## src/rtl/seg_display_pkg.sv

```systemverilog
// Shared types and helpers for the seven-segment display scanner.
// Pin polarity is applied through one helper so every output uses the same rule.
package seg_display_pkg;

  typedef enum logic [0:0] {
    BLANK = 1'b0,
    DRIVE = 1'b1
  } scan_state_t;

  // Widest vector apply_pol accepts; callers zero-extend in and truncate out.
  localparam int unsigned PolMaxW = 64;

  function automatic logic [PolMaxW-1:0] apply_pol(input logic [PolMaxW-1:0] value,
                                                   input logic               act_low);
    return act_low ? ~value : value;
  endfunction

endpackage

```

## src/rtl/mux_n.sv

```systemverilog
// Combinational N-to-1 selector of W-bit slices packed in a flat vector.
// Out-of-range select values return all zeros.
module mux_n #(
  parameter int unsigned N = 2,
  parameter int unsigned W = 7,
  localparam int unsigned SelW = (N > 1) ? $clog2(N) : 1
) (
  input  logic [N*W-1:0]  i_data,
  input  logic [SelW-1:0] i_sel,
  output logic [W-1:0]    o_data
);

  always_comb begin
    o_data = '0;
    for (int unsigned i = 0; i < N; i++) begin
      if (i_sel == SelW'(i)) begin
        o_data = i_data[i*W +: W];
      end
    end
  end

endmodule

```

## src/rtl/seg_display_scanner.sv

```systemverilog
// Time-multiplexed common-anode seven-segment driver: each digit is driven for
// REFRESH_DIV cycles, separated by BLANK_CYCLES of all-dark dead time.
module seg_display_scanner
  import seg_display_pkg::*;
#(
  parameter int unsigned NUM_DIGITS    = 2,
  parameter int unsigned SEG_W         = 7,
  parameter int unsigned REFRESH_DIV   = 24000,
  parameter int unsigned BLANK_CYCLES  = 240,
  parameter bit          ANODE_ACT_LOW = 1'b1,
  parameter bit          SEG_ACT_LOW   = 1'b1,
  localparam int unsigned IdxW = $clog2(NUM_DIGITS)
) (
  input  logic                        i_clk,
  input  logic                        i_reset,
  input  logic [NUM_DIGITS*SEG_W-1:0] i_digit_data,
  input  logic [NUM_DIGITS-1:0]       i_digit_en,
  output logic [SEG_W-1:0]            o_seg,
  output logic [NUM_DIGITS-1:0]       o_anode,
  output logic [IdxW-1:0]             o_digit_idx,
  output logic                        o_frame_start
);

  localparam int unsigned CntMaxA = (REFRESH_DIV > BLANK_CYCLES) ? REFRESH_DIV : BLANK_CYCLES;
  localparam int unsigned CntMax  = (CntMaxA > 2) ? CntMaxA : 2;
  localparam int unsigned CntW    = $clog2(CntMax);

  localparam logic [CntW-1:0] DriveLast = CntW'(REFRESH_DIV - 1);
  // With no dead time the reset BLANK state exits on the very first edge.
  localparam logic [CntW-1:0] BlankLast = CntW'((BLANK_CYCLES == 0) ? 0 : BLANK_CYCLES - 1);
  localparam logic [IdxW-1:0] LastIdx   = IdxW'(NUM_DIGITS - 1);

  localparam logic [NUM_DIGITS-1:0] AnodeOff = NUM_DIGITS'(apply_pol('0, ANODE_ACT_LOW));
  localparam logic [SEG_W-1:0]      SegOff   = SEG_W'(apply_pol('0, SEG_ACT_LOW));

  if (NUM_DIGITS < 2) begin : g_chk_digits
    $error("seg_display_scanner: NUM_DIGITS must be >= 2");
  end
  if (REFRESH_DIV < 1) begin : g_chk_refresh
    $error("seg_display_scanner: REFRESH_DIV must be >= 1");
  end
  if (SEG_W < 1 || SEG_W > PolMaxW || NUM_DIGITS > PolMaxW) begin : g_chk_width
    $error("seg_display_scanner: SEG_W/NUM_DIGITS out of range");
  end

  scan_state_t           r_state;
  logic [CntW-1:0]       r_cnt;
  logic [IdxW-1:0]       r_idx;
  logic                  r_frame;
  logic [NUM_DIGITS-1:0] r_anode;
  logic [SEG_W-1:0]      r_seg;

  scan_state_t           w_state_next;
  logic [CntW-1:0]       w_cnt_next;
  logic [IdxW-1:0]       w_idx_next;
  logic                  w_enter_drive;
  logic                  w_leave_drive;
  logic [SEG_W-1:0]      w_sel_seg;
  logic                  w_sel_en;
  logic [NUM_DIGITS-1:0] w_onehot;
  logic [SEG_W-1:0]      w_seg_drive;
  logic [NUM_DIGITS-1:0] w_anode_drive;

  always_comb begin
    w_state_next  = r_state;
    w_cnt_next    = r_cnt + 1'b1;
    w_idx_next    = r_idx;
    w_enter_drive = 1'b0;
    w_leave_drive = 1'b0;
    unique case (r_state)
      BLANK: begin
        if (r_cnt == BlankLast) begin
          w_state_next  = DRIVE;
          w_cnt_next    = '0;
          w_enter_drive = 1'b1;
        end
      end
      DRIVE: begin
        if (r_cnt == DriveLast) begin
          w_cnt_next = '0;
          w_idx_next = (r_idx == LastIdx) ? '0 : r_idx + 1'b1;
          if (BLANK_CYCLES == 0) begin
            w_enter_drive = 1'b1;
          end else begin
            w_state_next  = BLANK;
            w_leave_drive = 1'b1;
          end
        end
      end
      default: ;
    endcase
  end

  // Select by the upcoming index so DRIVE->DRIVE latches the next digit.
  mux_n #(
    .N (NUM_DIGITS),
    .W (SEG_W)
  ) u_mux (
    .i_data (i_digit_data),
    .i_sel  (w_idx_next),
    .o_data (w_sel_seg)
  );

  always_comb begin
    w_onehot             = '0;
    w_onehot[w_idx_next] = 1'b1;
    w_sel_en             = i_digit_en[w_idx_next];
    w_seg_drive          = w_sel_en ? SEG_W'(apply_pol(PolMaxW'(w_sel_seg), SEG_ACT_LOW)) : SegOff;
    w_anode_drive        = w_sel_en ? NUM_DIGITS'(apply_pol(PolMaxW'(w_onehot), ANODE_ACT_LOW))
                                    : AnodeOff;
  end

  // Pin registers only change at slot boundaries, which is what holds the latch.
  always_ff @(posedge i_clk) begin
    if (i_reset) begin
      r_state <= BLANK;
      r_cnt   <= '0;
      r_idx   <= '0;
      r_frame <= 1'b0;
      r_anode <= AnodeOff;
      r_seg   <= SegOff;
    end else begin
      r_state <= w_state_next;
      r_cnt   <= w_cnt_next;
      r_idx   <= w_idx_next;
      r_frame <= w_enter_drive && (w_idx_next == '0);
      if (w_enter_drive) begin
        r_anode <= w_anode_drive;
        r_seg   <= w_seg_drive;
      end else if (w_leave_drive) begin
        r_anode <= AnodeOff;
        r_seg   <= SegOff;
      end
    end
  end

  assign o_seg         = r_seg;
  assign o_anode       = r_anode;
  assign o_digit_idx   = r_idx;
  assign o_frame_start = r_frame;

endmodule

```

## config.mk

```make
export PLATFORM = sky130hd
export DESIGN_NAME = seg_display_scanner
export DESIGN_NICKNAME = d
export VERILOG_FILES = /design/src/rtl/seg_display_pkg.sv /design/src/rtl/mux_n.sv /design/src/rtl/seg_display_scanner.sv
export SDC_FILE = /design/constraint.sdc
export NUM_CORES = 1
export LEC_CHECK = 0
export CAP_MARGIN = 20
export CORE_AREA = 2 2 46 70
export CTS_BUF_LIST = sky130_fd_sc_hd__clkbuf_4 sky130_fd_sc_hd__clkbuf_8
export DETAILED_ROUTE_END_ITERATION = 16
export DIE_AREA = 0 0 48 72
export PLACE_DENSITY = 0.75
export SETUP_SLACK_MARGIN = 0.02
export SYNTH_ARGS = -nofsm -noshare
export SYNTH_HDL_FRONTEND = slang
export SYNTH_SLANG_ARGS = --single-unit
```

## constraint.sdc

```tcl
create_clock -name i_clk -period 1.9 [get_ports i_clk]
set_input_delay 0.57 -clock i_clk [delete_from_list [all_inputs] [get_ports i_clk]]
set_output_delay 0.57 -clock i_clk [all_outputs]
set_load 0.005 [all_outputs]
```

==> impl_metrics.py, run 1 <==
metrics = {
    "status": {
        "status": "complete, but fails checks",
        "violations": "negative setup slack",
    },
    "logic_synthesis": {
        "synth_area_per_cell_sq_um": 9.50,
        "ys_ff_latch": 27,
        "ys_types": 38,
        "ys_warn_count": 0,
        "synth_most_common_cell": "dfxtp_1",
        "seq_area_frac_synth_pct": 42.5,
        "synth-edff-count": 0,
        "syn_nets": 153,
        "synth-main-ff-cell": "dfxtp_1",
        "netlist_area_sq_mm": 0.00127,
        "async_flop_share_pct": 0,
        "synthCells": 134,
        "yosys.area.top_type_share_pct": 42.5,
        "synth.area.top_cells": "dfxtp_1 42%, nor2_1 7.7%, xnor2_1 4.8%",
        "yosys.area.top_type": "dfxtp_1",
        "synth_common_cells": "27 x dfxtp_1, 26 x nor2_1, 7 x nor3_1, 7 x xnor2_1",
    },
    "worst_setup_path": {
        "crit_path_start_kind": "flip-flop",
        "rr_worst_depth": 7,
        "max_stage_delay_ps": 620,
        "crit_cells": 7,
        "crit_path_cell_trace": "ha_4, nand3_4, or4_4, buf_4, xnor2_4, nand3_1, o211a_1",
        "crit_fanout": 5,
        "arrival_ps": 2090,
        "critPathTopFamily": "simple AND/OR/NAND/NOR gates",
        "r2r_slack_ps": -30,
        "startpoint": "r_cnt[0]",
        "worst_ep_required_time_ps": 2070,
        "critPathKind": "reg -> reg",
        "worst-path-buf-inv": 1,
        "r2r_start": "r_cnt[0]",
        "cp_slowest_cell": "or4_4",
        "critPathCaptureType": "flip-flop",
        "endpoint": "o_seg[2]",
        "reg2reg_to": "o_seg[2]",
    },
    "power_and_ir_drop": {
        "power.internal_w": 0.000788,
        "total_power_w": 0.000991,
        "power.density_mw_per_mm2": 539,
        "p_comb_share_pct": 7.9,
        "power_frac_seq_pct": 58.2,
        "ir_worst_vdd_uv": 478,
        "power_frac_clock_pct": 33.9,
        "p_leak_nw": 0.707,
        "power_switching_share_pct": 20.5,
        "power.net_switching_w": 0.000203,
    },
    "timing": {
        "relSlewSlack_pct": 74.2,
        "fin_crit_sh_pct": 101,
        "worstMarginPinSlew_ps": 381,
        "hold_ws_ps": 489,
        "setup_viol": 2,
        "finalCriticalPeriod_ps": 1930,
        "timing.final.ws_setup_ps": -26.2,
        "final-hold-violation-count": 0,
        "fmax_mhz": 519,
        "skew_ps": 3.11,
        "rsz0062_at_grt": "yes",
        "finalSetupTns_ps": -36.8,
        "slew_violations": 0,
    },
    "final_layout": {
        "fin_util_pct": 64.4,
        "stdcell_count": 221,
        "nets": 202,
        "area_growth_pct": 44.4,
        "num_antenna_cells": 0,
        "final_layout_size_suffix_gt1_share_pct": 26.4,
    },
    "worst_hold_path": {
        "hold_path_class": "reg -> reg",
    },
    "cts": {
        "cts_inserted_buffers": 3,
        "clk_latency_ps": 270,
        "clkSlewWorstSetupHoldPaths_ps": 90,
        "clk_path_buf_depth": 2,
        "root_buffer": "clkbuf_8",
        "htreeDepth": 1,
        "cts_tree": "built",
        "ctsHoldBuffers": 0,
        "cts_sinks": 27,
    },
    "global_route": {
        "grt_overflow": 0,
        "grt_max_degree": 15,
        "antenna_found_initial": 0,
        "grtUsageTotal_pct": 19.2,
        "grt_pass1_wl_mm": 4.83,
        "grt_pass1_vias": 1162,
    },
    "detailed_routing": {
        "vias": 1119,
        "wl_per_cell_microns": 13.3,
        "via_per_inst": 5.06,
        "drt_iter0_markers": 8,
        "finalWirelength_mm": 2.95,
        "first_pass_iters": 4,
        "ant_nets": 0,
        "drc": 0,
    },
    "placed_design": {
        "dpl.cell_count": 212,
        "gp_congestion": 0.782,
        "dp.final_hpwl_mm": 2.21,
        "placement.io_buffers": 28,
    },
    "floorplan": {
        "ios": 29,
        "die_h_microns": 72,
        "coreArea_sq_mm": 0.00285,
        "initial_core_util_pct": 44.6,
        "rows": 24,
        "die_area_sq_mm": 0.00346,
        "die_w_microns": 48,
    },
    "job": {
        "max_cap_viol_count": 0,
    },
}
-- metal layers --
metal / up-vias / wire (microns) / GRT usage [%] / share of wire, %
met5: - / 0 / 0 / 0
met2: 31 / 1580 / 35.3 / 53
met4: 0 / 35 / 6.31 / 1.2
met1: 515 / 1170 / 20.4 / 40
li1: 569 / - / - / -
met3: 4 / 163 / 3.48 / 5.5
-- timing repair --
item,in CTS,in global routing
setup buffers,3,1
pin swaps,5,3
resized for setup,5,5
setup endpoints to repair,6,8
gates cloned,1,0
-- worst register-to-register path, stage by stage, from the launching register on --
cell     delay [ps]
dfxtp_2         360
ha_4            160
nand3_4          70
or4_4           620
buf_4           200
xnor2_4         190
nand3_1         100
o211a_1         120
-- through the flow --
| stage | cell area, sq um | worst slack, ps |
|---|---|---|
| 6_report | 1840 | -26.2 |
| 5_1_grt | 1840 | -86.4 |
| 4_1_cts | 1800 | -12.4 |
| 3_5_place_dp | 1690 | -178 |
| 3_3_place_gp | 1690 | -96.4 |
| 2_1_floorplan | 1280 | 87.6 |
-- cells in the final DEF (no fill, tap or decap), types with 3 or more instances in the layout --
cell and count:
inv_1 5, xnor2_1 7, a311oi_2 3, nand3_1 6
xor2_1 5, dfxtp_1 24, clkdlybuf4s50_1 28, nor2_1 26
and3_2 3, nand2_1 6, clkbuf_8 3, nor3_1 7
nand4_1 4, and3_1 4, buf_4 19, dfxtp_2 3
-- final cells by class --
class                           count  area [sq um]
Tap cell                           39          48.8
Inverter                            5          18.8
Fill cell                         241          1010
Clock buffer                        4          48.8
Sequential cell                    27           544
Multi-Input combinational cell     99           754
Timing Repair Buffer               47           423
-- power by group through the flow --
stage          clock (W)  sequential (W)  combinational, W
2_1_floorplan          0        0.000589         0.0000223
3_3_place_gp           0        0.000589         0.0000681
3_5_place_dp           0        0.000589         0.0000687
4_1_cts         0.000345        0.000577         0.0000789
5_1_grt         0.000375        0.000578         0.0000848
6_report        0.000336        0.000577         0.0000785
-- worst min-delay path by stage --
| stage | cells after the start | start | endpoint | slack (ps) |
|---|---|---|---|---|
| floorplan | 1 | r_cnt[0] | r_cnt[0] | 400 |
| global placement | 1 | r_cnt[0] | r_cnt[0] | 420 |
| detailed placement | 1 | r_cnt[0] | r_cnt[0] | 430 |
| CTS | 2 | r_state | r_state | 490 |
| global route | 2 | r_state | r_state | 510 |
| finish | 2 | r_state | r_state | 490 |
-- cell families (layout without fill, tap and decap cells) --
kind of cell / after synthesis / count (layout) / share of synthesized area, %
adder cells (fa/ha/maj): 1 / 1 / 0.983
XOR/XNOR: 14 / 15 / 12.6
AND/OR/NAND/NOR: 73 / 73 / 33.2
flip-flops: 27 / 27 / 42.5
AO/OA/AOI/OAI: 10 / 10 / 6.39
buffers and inverters: 9 / 56 / 4.33
-- state kept, by name (all words and copies together), names as in the netlist --
signal and count:
r_cnt 15, o_seg 7, o_anode 2, o_digit_idx 1, o_frame_start 1, r_state 1
(Power assumes the default switching activity.)
==> run 2, diff against run 1 <==
--- a/config.mk
+++ b/config.mk
@@ -10,6 +10,7 @@
 export CTS_BUF_LIST = sky130_fd_sc_hd__clkbuf_4 sky130_fd_sc_hd__clkbuf_8
 export DETAILED_ROUTE_END_ITERATION = 16
 export DIE_AREA = 0 0 48 72
+export HOLD_SLACK_MARGIN = 0.06
 export PLACE_DENSITY = 0.75
 export SETUP_SLACK_MARGIN = 0.02
 export SYNTH_ARGS = -nofsm -noshare
==> constraint.sdc (replaced) <==
create_clock -name i_clk -period 1.9 [get_ports i_clk]
set_input_delay 0.57 -clock i_clk [delete_from_list [all_inputs] [get_ports i_clk]]
set_output_delay 0.57 -clock i_clk [all_outputs]
set_load 0.05 [all_outputs]
==> run 2 against run 1 <==
  * The flow still finishes with violations (negative setup slack)
  * Global-route usage rose by 0.83 points
  * Worst setup slack lost 19 ps
  * Via count grew 5.0%
==> impl_metrics.py, run 2 (synthesis results as in run 1) <==
metrics = {
    "timing": {
        "final-hold-violation-count": 0,
        "rsz0062_at_grt": "yes",
        "fmax_mhz": 514,
        "relSlewSlack_pct": 73.8,
        "fin_crit_sh_pct": 102,
        "hold_ws_ps": 492,
        "timing.final.ws_setup_ps": -45.1,
        "worstMarginPinSlew_ps": 388,
        "finalSetupTns_ps": -101,
        "skew_ps": 3.39,
        "slew_violations": 0,
        "finalCriticalPeriod_ps": 1950,
        "setup_viol": 5,
    },
    "detailed_routing": {
        "drc": 0,
        "finalWirelength_mm": 3.42,
        "ant_nets": 0,
        "via_per_inst": 5.37,
        "wl_per_cell_microns": 15.6,
        "vias": 1175,
        "first_pass_iters": 4,
        "drt_iter0_markers": 46,
    },
    "cts": {
        "cts_tree": "built",
        "clk_path_buf_depth": 2,
        "cts_sinks": 27,
        "clkSlewWorstSetupHoldPaths_ps": 90,
        "htreeDepth": 1,
        "root_buffer": "clkbuf_8",
        "clk_latency_ps": 270,
        "cts_inserted_buffers": 3,
    },
    "worst_setup_path": {
        "arrival_ps": 2120,
        "crit_path_cell_trace": "nand4b_1, or4_4, xnor2_4, buf_6, a311oi_1",
        "crit_fanout": 6,
        "critPathCaptureType": "flip-flop",
        "critPathKind": "reg -> reg",
        "worst-path-buf-inv": 1,
        "crit_path_start_kind": "flip-flop",
        "max_stage_delay_ps": 690,
        "critPathTopFamily": "simple AND/OR/NAND/NOR gates",
        "worst_ep_required_time_ps": 2080,
        "cp_slowest_cell": "or4_4",
    },
    "final_layout": {
        "largest_register_ffs": 15,
        "final_layout_size_suffix_gt1_share_pct": 38.3,
        "fill_cells": 232,
        "fin_util_pct": 65.7,
        "final_common_cell": "nor2_1",
        "num_antenna_cells": 0,
        "nets": 200,
        "area_growth_pct": 47.2,
        "layout_common_cells": "26 x nor2_1, 25 x buf_4, 17 x clkdlybuf4s50_1, 17 x dfxtp_1, 9 x dfxtp_2",
        "largest_register": "r_cnt",
    },
    "job": {
        "max_cap_viol_count": 0,
    },
    "status": {
        "status": "complete, but fails checks",
        "violations": "negative setup slack",
    },
    "placed_design": {
        "pre_cts_ws_ps": -198,
        "dp.final_hpwl_mm": 2.25,
        "placement.io_buffers": 28,
        "gp_congestion": 0.911,
    },
    "power_and_ir_drop": {
        "power.density_mw_per_mm2": 526,
        "p_leak_nw": 0.703,
        "ir_worst_vdd_uv": 358,
    },
    "floorplan": {
        "die_area_sq_mm": 0.00346,
        "initial_core_util_pct": 44.6,
        "ios": 29,
        "die_h_microns": 72,
        "coreArea_sq_mm": 0.00285,
        "die_w_microns": 48,
        "rows": 24,
    },
    "global_route": {
        "grt_max_degree": 15,
        "grtUsageTotal_pct": 20.0,
        "grt_pass1_wl_mm": 5.02,
        "grt_pass1_vias": 1207,
        "grt_overflow": 0,
        "antenna_found_initial": 0,
    },
    "worst_hold_path": {
        "hold_path_class": "reg -> reg",
    },
}
-- run 2: cell types whose count changed in the layout (fill, tap and decap cells not counted), moves of 2 or more --
cell / previous run / this run
dfxtp_1: 24 / 17
and3_4: 2 / 5
nor3_2: 0 / 2
nor3_1: 7 / 5
buf_4: 19 / 25
clkdlybuf4s50_1: 28 / 17
dfxtp_2: 3 / 9
and3_1: 4 / 2
-- run 2: power breakdown --
part / internal [W] / switching, W / total [W]
clock network: 0.000164 / 0.000167 / 0.000332
registers: 0.000570 / 0.00000701 / 0.000577
logic: 0.0000493 / 0.0000274 / 0.0000766
total: 0.000784 / 0.000202 / 0.000986
-- run 2: final timing paths --
check	startpoint	endpoint	slack, ps	cells past startpoint
worst max-delay path	r_cnt[6]	o_seg[3]	-50	5
worst min-delay path	r_state	r_state	490	2
worst max register to register	r_cnt[6]	o_seg[3]	-50	5
worst min register to register	r_state	r_state	490	2
-- run 2: layout make-up --
| type | instances | area, sq um | area share [%] |
|---|---|---|---|
| repair buffers | 44 | 389 | 20.8 |
| multi-input cells | 100 | 812 | 43.4 |
| well taps | 39 | 48.8 | 2.61 |
| inverters | 5 | 18.8 | 1.00 |
| flip-flops and latches | 27 | 556 | 29.7 |
| clock buffers | 4 | 48.8 | 2.61 |
-- run 2: tightest hold or removal path, stage by stage, from the launching register on --
cell	delay (ps)
dfxtp_1	340
nand2_1	60
a21oi_1	50
-- run 2: what timing repair did --
action,CTS,global route
pin swaps,3,6
resized for setup,5,21
hold buffers,0,0
buffers inserted,3,0
endpoints found under the setup margin,9,16
gates cloned,1,1
-- run 2: layer usage --
metal	GRT usage, %	wire length [microns]
met1	19.2	1280
met2	37.3	1930
met3	3.98	167
met4	9.01	45
met5	0	0
-- run 2: stage by stage --
step           instance area (sq um)  power, W  cells
2_1_floorplan                   1280  0.000611    134
5_1_grt                         1870   0.00104    219
4_1_cts                         1770  0.000997    218
3_5_place_dp                    1660  0.000655    210
6_report                        1870  0.000986    219
3_3_place_gp                    1660  0.000653    210
==> run 3, diff against run 2 <==
--- a/config.mk
+++ b/config.mk
@@ -12,7 +12,6 @@
 export DIE_AREA = 0 0 48 72
 export HOLD_SLACK_MARGIN = 0.06
 export PLACE_DENSITY = 0.75
-export SETUP_SLACK_MARGIN = 0.02
 export SYNTH_ARGS = -nofsm -noshare
 export SYNTH_HDL_FRONTEND = slang
 export SYNTH_SLANG_ARGS = --single-unit
==> run 3 against run 2 <==
  * The run still ends with negative setup slack left
  * Hold slack improved by 2.3 ps
  * Non-clock buffer count unchanged
  * Clock skew increased by 0.63 ps
  * Fmax about the same
  * Combinational power about the same
  * Design area decreased by 0.47%
  * Largest cell class unchanged
  * Highest routed layer unchanged
==> impl_metrics.py, run 3 (synthesis results as in run 1) <==
metrics = {
    "worst_setup_path": {
        "r2r_slack_ps": -40,
        "critPathKind": "reg -> reg",
        "r2r_start": "r_cnt[6]",
        "worst_ep_required_time_ps": 2080,
        "rr_worst_depth": 5,
        "critPathCaptureType": "flip-flop",
        "crit_fanout": 6,
        "crit_path_start_kind": "flip-flop",
        "reg2reg_to": "o_seg[3]",
        "arrival_ps": 2120,
    },
    "worst_hold_path": {
        "holdPathEnd": "r_state",
        "whs_path_depth": 2,
        "hold_path_class": "reg -> reg",
        "hp-start": "r_state",
    },
    "timing": {
        "rsz0062_at_grt": "yes",
        "final-hold-violation-count": 0,
        "timing.final.ws_setup_ps": -44.0,
        "hold_ws_ps": 495,
        "finalCriticalPeriod_ps": 1940,
        "relSlewSlack_pct": 73.4,
        "skew_ps": 4.02,
        "slew_violations": 0,
        "setup_viol": 4,
        "fmax_mhz": 514,
        "fin_crit_sh_pct": 102,
        "worstMarginPinSlew_ps": 394,
    },
    "detailed_routing": {
        "wl_met1_mm": 1.23,
        "met2_length_mm": 1.91,
        "drc": 0,
        "dr.max_layer_used": "met4",
        "ant_nets": 0,
        "drt_iter0_markers": 32,
        "via_per_inst": 5.35,
        "wl_per_cell_microns": 15.3,
        "wl_met3_microns": 158,
        "vias": 1172,
        "finalWirelength_mm": 3.35,
        "first_pass_iters": 4,
    },
    "final_layout": {
        "num_antenna_cells": 0,
        "largest_register": "r_cnt",
        "fill_cells": 236,
        "stdcell_count": 219,
        "regArea_sq_um": 556,
        "area_growth_pct": 46.5,
        "final_layout_size_suffix_gt1_share_pct": 37.8,
        "layout_common_cells": "26 x nor2_1, 25 x buf_4, 17 x clkdlybuf4s50_1, 17 x dfxtp_1, 9 x dfxtp_2",
        "largest_register_ffs": 15,
        "nets": 200,
        "multiInputGateArea_sq_um": 803,
        "final_common_cell": "nor2_1",
    },
    "cts": {
        "htreeDepth": 1,
        "cts_tree": "built",
        "clk_path_buf_depth": 2,
        "clk_latency_ps": 270,
        "cts_inserted_buffers": 3,
        "root_buffer": "clkbuf_8",
        "clkSlewWorstSetupHoldPaths_ps": 90,
        "cts_sinks": 27,
    },
    "floorplan": {
        "coreArea_sq_mm": 0.00285,
        "ios": 29,
        "initial_core_util_pct": 44.6,
        "die_area_sq_mm": 0.00346,
        "die_h_microns": 72,
        "rows": 24,
        "die_w_microns": 48,
    },
    "power_and_ir_drop": {
        "ir_worst_vdd_uv": 358,
        "p_leak_nw": 0.701,
        "power.density_mw_per_mm2": 528,
    },
    "placed_design": {
        "gp_congestion": 0.911,
        "pre_cts_ws_ps": -198,
        "dp.final_hpwl_mm": 2.25,
        "placement.io_buffers": 28,
        "dpl.cell_count": 210,
    },
    "status": {
        "status": "complete, but fails checks",
        "violations": "negative setup slack",
    },
    "global_route": {
        "antenna_found_initial": 0,
        "grt_pass1_vias": 1210,
        "grt_max_degree": 15,
        "grt_pass1_wl_mm": 5.02,
        "grt_overflow": 0,
        "grtUsageTotal_pct": 19.9,
    },
    "job": {
        "max_cap_viol_count": 0,
    },
}
run 3: cell counts in the layout (fill, tap and decap cells not counted):
Identical to the previous run, type by type.
run 3: repair_timing:
item | 4_1_cts | 5_1_grt
gates resized for setup | 4 | 20
hold buffers | 0 | 0
pin swaps | 3 | 5
buffers inserted | 3 | 0
gates cloned | 1 | 1
endpoints found under the setup margin | 4 | 10
run 3: critical path, cell delays in order, from the launching register on:
cell	delay (ps)
dfxtp_2	350
nand4b_1	220
or4_4	690
xnor2_4	200
buf_6	140
a311oi_1	250
run 3: final cells by class:
type | count | share of cell area [%]
Sequential cell | 27 | 29.8
Tap cell | 39 | 2.62
Multi-Input combinational cell | 100 | 43.1
Clock buffer | 4 | 2.62
Timing Repair Buffer | 44 | 20.9
Inverter | 5 | 1.01
run 3: how the worst max path moves through the flow:
stage | from | end | depth (start not counted)
final | r_cnt[6] | o_seg[3] | 5
after global routing | r_cnt[6] | o_seg[3] | 5
after CTS | r_cnt[1] | o_seg[4] | 6
after detailed placement | i_reset | o_seg[4] | 7
after global placement | i_reset | o_seg[4] | 7
after floorplan | r_cnt[1] | o_seg[3] | 7
run 3: power breakdown:
part           leakage [nW]  internal, W  total [W]  switching [W]
logic                 0.451    0.0000493  0.0000763      0.0000271
registers             0.223     0.000570   0.000577     0.00000689
clock network        0.0262     0.000164   0.000331       0.000166
total                 0.701     0.000784   0.000984       0.000200
run 3: layer usage:
metal,vias up,GRT usage [%]
li1,566,-
met4,0,9.01
met5,-,0
met1,559,19.4
met2,39,36.9
met3,8,3.98
run 3: through the flow:
step / power, W / cell area [sq um] / setup TNS, ps / utilization [%]
2_1_floorplan: 0.000611 / 1280 / 0 / -
3_3_place_gp: 0.000653 / 1660 / -588 / 58.1
3_5_place_dp: 0.000655 / 1660 / -986 / 58.1
4_1_cts: 0.000997 / 1770 / -48.8 / 62.0
5_1_grt: 0.00104 / 1860 / -698 / 65.4
6_report: 0.000984 / 1860 / -97.1 / 65.4
